<file path="src/rtl/shot_sequencer_pkg.sv">
// Shared constants, state encoding and LFSR helper for the shot sequencer.
// Imported by the sequencer top and the target LFSR.
package shot_sequencer_pkg;

    localparam int         SHOTS_DEF     = 10;
    localparam int         WDOG_MAX_DEF  = 63;
    localparam logic [9:0] LFSR_SEED_DEF = 10'h2A5;

    // x^10 + x^7 + 1, shifting left with feedback into bit 0
    localparam int LFSR_TAP_HI = 9;
    localparam int LFSR_TAP_LO = 6;

    localparam logic [2:0] ST_IDLE  = 3'd0;
    localparam logic [2:0] ST_ISSUE = 3'd1;
    localparam logic [2:0] ST_WAIT  = 3'd2;
    localparam logic [2:0] ST_SCORE = 3'd3;
    localparam logic [2:0] ST_OVER  = 3'd4;

    typedef struct packed {
        logic [4:0] xpos;
        logic [4:0] rise;
        logic [4:0] run;
        logic       dir;
    } shot_params_t;

    function automatic logic [9:0] lfsr_next(input logic [9:0] v);
        return {v[8:0], v[LFSR_TAP_HI] ^ v[LFSR_TAP_LO]};
    endfunction

endpackage

</file>
<file path="src/rtl/sync_dff.sv">
// Generic register with synchronous active-high reset and load enable.
// Every state element of the sequencer is built from this cell.
module sync_dff #(
    parameter int           W       = 1,
    parameter logic [W-1:0] RST_VAL = '0
) (
    input  logic         clk,
    input  logic         rst,
    input  logic         en,
    input  logic [W-1:0] d,
    output logic [W-1:0] q
);

    always_ff @(posedge clk) begin
        if (rst) begin
            q <= RST_VAL;
        end else if (en) begin
            q <= d;
        end
    end

endmodule

</file>
<file path="src/rtl/target_lfsr.sv">
// 10-bit Fibonacci LFSR holding the current target position.
// Steps once per cycle while advance is high.
module target_lfsr
    import shot_sequencer_pkg::*;
#(
    parameter logic [9:0] SEED = LFSR_SEED_DEF
) (
    input  logic       clk,
    input  logic       rst,
    input  logic       advance,
    output logic [9:0] value
);

    logic [9:0] nxt;

    assign nxt = lfsr_next(value);

    sync_dff #(.W(10), .RST_VAL(SEED)) u_lfsr (
        .clk (clk),
        .rst (rst),
        .en  (advance),
        .d   (nxt),
        .q   (value)
    );

endmodule

</file>
<file path="src/rtl/shot_sequencer.sv">
// Game sequencer: accepts fire requests, hands shots to the trajectory
// engine, guards the wait with a watchdog and keeps score and targets.
module shot_sequencer
    import shot_sequencer_pkg::*;
#(
    parameter int         SHOTS     = SHOTS_DEF,
    parameter int         WDOG_MAX  = WDOG_MAX_DEF,
    parameter logic [9:0] LFSR_SEED = LFSR_SEED_DEF
) (
    input  logic       clk,
    input  logic       rst,
    input  logic       fire,
    input  logic       new_game,
    input  logic [4:0] xpos_set,
    input  logic [4:0] rise_set,
    input  logic [4:0] run_set,
    input  logic       dir_set,
    input  logic       result_valid,
    input  logic       hit,
    output logic [4:0] x_pos,
    output logic [4:0] rise_in,
    output logic [4:0] run_in,
    output logic       direction_in,
    output logic       shoot,
    output logic [4:0] target_x,
    output logic [4:0] target_y,
    output logic       calc_abort,
    output logic [3:0] score,
    output logic [3:0] shots_left,
    output logic       last_hit,
    output logic       busy,
    output logic       game_over
);

    localparam logic [3:0] SHOTS_INIT = 4'(SHOTS);
    localparam logic [5:0] WDOG_LIM   = 6'(WDOG_MAX);

    logic [2:0]   state_q, state_d;
    logic         fire_q;
    logic [5:0]   wdog_q, wdog_d;
    shot_params_t prm_q, prm_d;
    logic         hit_q, hit_d;
    logic [3:0]   score_q, score_d;
    logic [3:0]   left_q, left_d;
    logic         last_q, last_d;
    logic [9:0]   lfsr;
    logic         advance;

    logic in_idle, in_issue, in_wait, in_score, in_over;
    logic request, wdog_done;

    assign in_idle  = (state_q == ST_IDLE);
    assign in_issue = (state_q == ST_ISSUE);
    assign in_wait  = (state_q == ST_WAIT);
    assign in_score = (state_q == ST_SCORE);
    assign in_over  = (state_q == ST_OVER);

    assign request   = fire & ~fire_q;
    assign wdog_done = (wdog_q == WDOG_LIM);

    always_comb begin
        state_d = state_q;
        wdog_d  = wdog_q;
        prm_d   = prm_q;
        hit_d   = hit_q;
        score_d = score_q;
        left_d  = left_q;
        last_d  = last_q;
        advance = 1'b0;
        unique case (1'b1)
            in_idle: begin
                if (new_game) begin
                    score_d = 4'd0;
                    left_d  = SHOTS_INIT;
                    last_d  = 1'b0;
                end else if (request && (rise_set != 5'd0)) begin
                    prm_d.xpos = xpos_set;
                    prm_d.rise = rise_set;
                    prm_d.run  = run_set;
                    prm_d.dir  = dir_set;
                    state_d    = ST_ISSUE;
                end
            end
            in_issue: begin
                wdog_d  = 6'd0;
                state_d = ST_WAIT;
            end
            in_wait: begin
                // a result arriving on the expiry cycle still counts
                if (result_valid) begin
                    hit_d   = hit;
                    state_d = ST_SCORE;
                end else if (wdog_done) begin
                    hit_d   = 1'b0;
                    state_d = ST_SCORE;
                end else begin
                    wdog_d = wdog_q + 6'd1;
                end
            end
            in_score: begin
                left_d = (left_q != 4'd0) ? left_q - 4'd1 : 4'd0;
                last_d = hit_q;
                if (hit_q) begin
                    score_d = (score_q == 4'hF) ? 4'hF : score_q + 4'd1;
                    advance = 1'b1;
                end
                state_d = (left_q <= 4'd1) ? ST_OVER : ST_IDLE;
            end
            in_over: begin
                if (new_game) begin
                    score_d = 4'd0;
                    left_d  = SHOTS_INIT;
                    last_d  = 1'b0;
                    state_d = ST_IDLE;
                end
            end
            default: begin
                state_d = ST_IDLE;
            end
        endcase
    end

    sync_dff #(.W(3), .RST_VAL(ST_IDLE)) u_state (
        .clk (clk),
        .rst (rst),
        .en  (1'b1),
        .d   (state_d),
        .q   (state_q)
    );

    sync_dff #(.W(1)) u_fire_q (
        .clk (clk),
        .rst (rst),
        .en  (1'b1),
        .d   (fire),
        .q   (fire_q)
    );

    sync_dff #(.W(6)) u_wdog (
        .clk (clk),
        .rst (rst),
        .en  (1'b1),
        .d   (wdog_d),
        .q   (wdog_q)
    );

    sync_dff #(.W($bits(shot_params_t))) u_prm (
        .clk (clk),
        .rst (rst),
        .en  (1'b1),
        .d   (prm_d),
        .q   (prm_q)
    );

    sync_dff #(.W(1)) u_hit (
        .clk (clk),
        .rst (rst),
        .en  (1'b1),
        .d   (hit_d),
        .q   (hit_q)
    );

    sync_dff #(.W(4)) u_score (
        .clk (clk),
        .rst (rst),
        .en  (1'b1),
        .d   (score_d),
        .q   (score_q)
    );

    sync_dff #(.W(4), .RST_VAL(SHOTS_INIT)) u_left (
        .clk (clk),
        .rst (rst),
        .en  (1'b1),
        .d   (left_d),
        .q   (left_q)
    );

    sync_dff #(.W(1)) u_last (
        .clk (clk),
        .rst (rst),
        .en  (1'b1),
        .d   (last_d),
        .q   (last_q)
    );

    target_lfsr #(.SEED(LFSR_SEED)) u_target (
        .clk     (clk),
        .rst     (rst),
        .advance (advance),
        .value   (lfsr)
    );

    assign x_pos        = prm_q.xpos;
    assign rise_in      = prm_q.rise;
    assign run_in       = prm_q.run;
    assign direction_in = prm_q.dir;

    assign shoot      = in_issue;
    assign calc_abort = in_wait & ~result_valid & wdog_done;
    assign busy       = ~(in_idle | in_over);
    assign game_over  = in_over;

    assign target_x   = lfsr[4:0];
    assign target_y   = lfsr[9:5];
    assign score      = score_q;
    assign shots_left = left_q;
    assign last_hit   = last_q;

endmodule

</file>
<file path="config.mk">
export PLATFORM = sky130hd
export DESIGN_NAME = shot_sequencer
export DESIGN_NICKNAME = d
export VERILOG_FILES = /design/src/rtl/shot_sequencer_pkg.sv /design/src/rtl/sync_dff.sv /design/src/rtl/target_lfsr.sv /design/src/rtl/shot_sequencer.sv
export SDC_FILE = /design/constraint.sdc
export NUM_CORES = 1
export LEC_CHECK = 0
export CORE_ASPECT_RATIO = 0.5
export CORE_MARGIN = 2
export CORE_UTILIZATION = 50
export CTS_CLUSTER_SIZE = 10
export DETAILED_ROUTE_END_ITERATION = 16
export PLACE_DENSITY = 0.85
export SYNTH_ARGS = -nofsm -noshare
export SYNTH_HDL_FRONTEND = slang
export SYNTH_SLANG_ARGS = --single-unit
export TNS_END_PERCENT = 50
</file>
<file path="constraint.sdc">
create_clock -name clk -period 3.4 [get_ports clk]
set_clock_uncertainty 0.05 [all_clocks]
set_input_delay 0.85 -clock clk [delete_from_list [all_inputs] [get_ports clk]]
set_output_delay 0.85 -clock clk [all_outputs]
set_load 0.05 [all_outputs]
</file>
# [Word-level counts from Yosys, hierarchy flattened]
# Index checks and enable logic that the tools add are counted.
[word_totals] regBits=46 inputBits=22 output_inout_bits=39 wordCells=73
[op_classes] addsub=3 magnitude_cmp=1 eq_ne=14 muxes=23 n_bitwise=9 reduce_logical=14
[op_table] cell="4-bit 2-to-1 mux" n=5
[op_table] cell="3-bit 2-to-1 mux" n=6
[op_table] cell="4-bit case mux with 2 select lines" n=2
[op_table] cell="3-bit case mux with 5 select lines" n=1
[op_table] cell="6-bit 2-to-1 mux" n=2
[op_table] cell="6-bit case mux with 2 select lines" n=1
[op_table] cell="3-bit AND reduction" n=3
[op_table] cell="2-bit != test (second input constant)" n=4
[op_table] cell="6-bit by 1-bit adder with 6-bit output (second input constant)" n=1
[op_table] cell="3-bit by 2-bit equality test with 1-bit output (second input constant)" n=2
[op_table] cell="6-bit equality test (second input constant)" n=1
[op_table] cell="2-bit by 1-bit != test with 1-bit output (second input constant)" n=3
[op_table] cell="2-bit nonzero test" n=3
[op_table] cell="1-bit 2-to-1 mux" n=5
[op_table] cell="5-bit nonzero test" n=1
[op_table] cell="4-bit by 1-bit adder with 4-bit output (second input constant)" n=1
[op_table] cell="4-bit equality test (second input constant)" n=1
[op_table] cell="4-bit by 1-bit less-or-equal comparator with 1-bit output (second input constant)" n=1
[op_table] cell="1-bit inverter" n=4
[op_table] cell="2-bit AND reduction" n=2
[op_table] cell="4-bit AND reduction" n=1
[op_table] cell="4-bit nonzero test" n=1
[op_table] cell="4-bit by 1-bit subtractor with 4-bit output (second input constant)" n=1
[op_table] cell="1-bit bitwise AND" n=3
[op_table] cell="other kinds (9)" n=9

# [Longest topological paths before layout]
# Gate-level depths: netlist of run 1.
[depth] ltp_word=6 depth_mapped=6 depth_no_buf=5

# [Modules after synthesis]
# A second synthesis of run 1 with hierarchy kept.
[unflattened] hier_cells=254 hier_area_um2=2429.8
[by_module_without_submodules] mod="shot_sequencer" n_inst=1 cells_per_inst=107 area_per_inst_um2=782.0 seq_area_each_um2=0.0
[by_module_without_submodules] mod="sync_dff (u_prm)" n_inst=1 cells_per_inst=52 area_per_inst_um2=580.6 seq_area_each_um2=320.3
[by_module_without_submodules] mod="sync_dff (u_target.u_lfsr)" n_inst=1 cells_per_inst=32 area_per_inst_um2=364.1 seq_area_each_um2=200.2
[by_module_without_submodules] mod="sync_dff (u_wdog)" n_inst=1 cells_per_inst=19 area_per_inst_um2=214.0 seq_area_each_um2=120.1
[by_module_without_submodules] mod="sync_dff (u_score)" n_inst=1 cells_per_inst=13 area_per_inst_um2=140.1 seq_area_each_um2=80.1
[by_module_without_submodules] mod="sync_dff (u_left)" n_inst=1 cells_per_inst=12 area_per_inst_um2=137.6 seq_area_each_um2=80.1
[by_module_without_submodules] mod="sync_dff (u_fire_q ...)" n_inst=3 cells_per_inst=3 area_per_inst_um2=33.8 seq_area_each_um2=20.0
[by_module_without_submodules] mod="sync_dff (u_state)" n_inst=1 cells_per_inst=9 area_per_inst_um2=101.3 seq_area_each_um2=60.1
[by_module_without_submodules] mod="target_lfsr" n_inst=1 cells_per_inst=1 area_per_inst_um2=8.8 seq_area_each_um2=0.0

# [Worst setup path before layout of run 1]
# OpenSTA, ideal clock, no wires.
[synth_path] path_kind="input to output" from="input result_valid" to="output calc_abort" arrival_ps=2409 t_required_ps=2500 slack_ps=91 path_stages=2 path_buffers=0 path_cell_list="or4b_4 -> nor3_1"
[synth_between] elab_chain_len=3
[synth_rtl] element="start, declared" line_no="shot_sequencer.sv:18" text="input logic result_valid,"
[synth_rtl] element="1-bit inverter" line_no="shot_sequencer.sv:200" text="assign calc_abort = in_wait & ~result_valid & wdog_done;"
[synth_rtl] element="1-bit bitwise AND (2 in series)" line_no="shot_sequencer.sv:200"
[synth_rtl] element="end, declared" line_no="shot_sequencer.sv:27" text="output logic calc_abort,"
# Every way passes these cells.

# [Worst setup path after layout of run 1]
# Ends and elaborated chain as after synthesis.

==> qor.csv, run 1 <==
metric,value,unit
clk slew on worst S/H paths,80,ps
crit path launch type,primary input,
max cap viols,0,
fin crit share,0.944,
post-DP HPWL,3110,µm
"wirelength, routed",4520,µm
"Cell Area, Synth",2000,µm²
core area,3860,µm²
area of the multi-input gates,933,µm²
"Remaining Overflow, GRT",0,
Crit path required time,2500,ps
"non-filler cells, final",328,
vias in the first global route,1747,
Synth async-reset ratio,0,
"Warnings, synthesis",0,
main flop type after synthesis,dfxtp_1,
"flops & latches, synth",46,
Leak,1.07,nW
Rows,16,
Synthesized Nets,248,
Die ar.,4540,µm²
per-cell routed wire length,13.8,µm
CP max stage cell,or4b_4,
fill count,302,
setup TNS,0,ps
VDD IR-drop max,306,µV
hold crit path type,reg -> reg,
Setup crit end kind,output port,
min cycle time layout,3210,ps
hold buffer count at CTS,0,
antenna violations before repair,0,
CTS buffer count,5,
relative slew slack,0.566,
CTS H-tree lvls,2,
largest cells by area after synthesis,"dfxtp_1 46%, mux2i_1 8.0%, nor2_1 5.5%",
post-CTS resize count,0,
max-slew violations,0,
sequential fraction of the synthesis area,0.461,
DR pass1 iterations,4,
Yosys top cell by area,dfxtp_1,
critical path class,in -> out,
Clock Latency Late Sink,290,ps
CTS tree,yes,
dpl cells,321,
Max Fclk,312,MHz
root buf cell,clkbuf_8,
DR vias/cell,5.39,
ordered cell list for the critical path,clkdlybuf4s50_1 > or4b_4 > nor3_1 > buf_12,
Final setup violation count,0,
worst-path fanout max,5,
final antenna-violating net count,0,
"EDFF count, synth",0,
port buffer count,60,
largest net degree at the start of global routing,39,
ANT cells,0,
# DRC,0,
"Setup Fix Bufs, Post-CTS",0,
crit path DAT,2310,ps
Synth Area per Inst,8.91,µm²
Initial Util,0.517,
first-pass GRT wire length,7780,µm
Area growth syn-to-layout,34.2,%
Final Hold Fails,0,
Top Ports,61,
synth cell count leaders,"46 x dfxtp_1, 29 x nor2_1, 25 x nand2_1",
starting DRC count in detailed routing,72,
Max Root-Sink Buffers,2,
register area,921,µm²
total power draw,0.00130,W
clk sink count,46,
CP peak stage delay,530,ps
share of cells above drive strength 1,0.0547,
power per cell area,486,nW/µm²
Gate Count Post-Synth,224,
gr usage total,0.212,
nets,298,
RSZ-0062 raised after global routing,false,
share of the synthesized area in the top cell type,0.461,
post-synth cell types,39,
die width,93.3,µm
run status,completed,
GPL Wtd Cong,0.741,
vias after detailed routing,1769,
worst-margin pin slew,647,ps
die height,48.7,µm
most numerous cell in the Yosys netlist,dfxtp_1,
==> cells in the final DEF, fill, tap and decap left out, types with 4 or more instances in the layout <==
cell type        Yosys  routed
nand2_1             25      25
clkbuf_8             0       6
inv_1                4       4
nor2_1              29      29
o21ai_0              5       5
nand3_1             14      14
mux2i_1             16      16
clkdlybuf4s50_1      0      59
nor3_1               6       6
a21oi_1             16      16
dfxtp_1             46      46
nor3b_1              4       4
==> stage by stage <==
step	hold slack, ps	instance area (µm²)	setup slack, ps	utilization
3_3_place_gp	407	2570	212	0.664
5_1_grt	469	2680	140	0.693
2_1_floorplan	395	2000	91.2	-
3_5_place_dp	416	2570	189	0.664
4_1_cts	428	2680	189	0.693
6_report	426	2680	191	0.693
==> sequential cells by signal (all words and copies together) (netlist names) <==
signal,cells
u_prm.q,16
u_target.u_lfsr.q,10
u_wdog.q,6
u_left.q,4
u_score.q,4
u_state.q,3
u_fire_q.q,1
u_hit.q,1
u_last.q,1
==> layer usage <==
metal,vias to the layer above,part of all wire,GRT usage
met5,-,0,0
met4,0,0.0058,0.0539
met3,4,0.056,0.0592
met2,48,0.50,0.376
met1,841,0.44,0.255
li1,876,-,-
==> critical path: cells and delay by family <==
kind	cells	cell delay, ps
buffers and inverters	2	630
AND/OR/NAND/NOR	2	820
==> logic make-up (layout without fill, tap and decap cells) <==
group,after synthesis,after routing,synth area share
AND/OR/NAND/NOR,94,94,0.229
multiplexers,16,16,0.0802
adder cells (fa/ha/maj),2,2,0.0125
buffers and inverters,24,74,0.0708
flip-flops,46,46,0.461
XOR/XNOR,2,2,0.00878
AO/OA/AOI/OAI,40,40,0.137
==> cell type report <==
cell class,count,area share
Clock buffer,6,0.0308
Clock inverter,1,0.0112
Inverter,5,0.00701
Multi-Input combinational cell,154,0.348
Sequential cell,46,0.344
Tap cell,54,0.0252
Timing Repair Buffer,62,0.234
==> power breakdown <==
| group | total [W] | switching, W | internal (W) |
|---|---|---|---|
| logic | 0.000299 | 0.000183 | 0.000116 |
| clock network | 0.000407 | 0.000172 | 0.000235 |
| registers | 0.000594 | 0.0000308 | 0.000564 |
==> worst paths after layout <==
kind	start	end	slack, ps	cells after the start
max	result_valid	calc_abort	190	4
min	u_target.u_lfsr.q[3]$_SDFFE_PP0P_	u_target.u_lfsr.q[4]$_SDFFE_PP0P_	430	2
max reg2reg	u_state.q[0]$_SDFFE_PP0P_	u_score.q[3]$_SDFFE_PP0P_	1440	4
min reg2reg	u_target.u_lfsr.q[3]$_SDFFE_PP0P_	u_target.u_lfsr.q[4]$_SDFFE_PP0P_	430	2
Note: power is estimated with default switching activity, not from simulation.
==> run 2, diff against run 1 <==
--- a/config.mk
+++ b/config.mk
@@ -8,8 +8,10 @@
 export CORE_ASPECT_RATIO = 0.5
 export CORE_MARGIN = 2
 export CORE_UTILIZATION = 50
+export CTS_CLUSTER_DIAMETER = 50
 export CTS_CLUSTER_SIZE = 10
 export DETAILED_ROUTE_END_ITERATION = 16
+export HOLD_SLACK_MARGIN = 0.02
 export PLACE_DENSITY = 0.85
 export SYNTH_ARGS = -nofsm -noshare
 export SYNTH_HDL_FRONTEND = slang
==> results of run 2 <==
The final DEF is identical to that of run 1; final timing and power are the same.
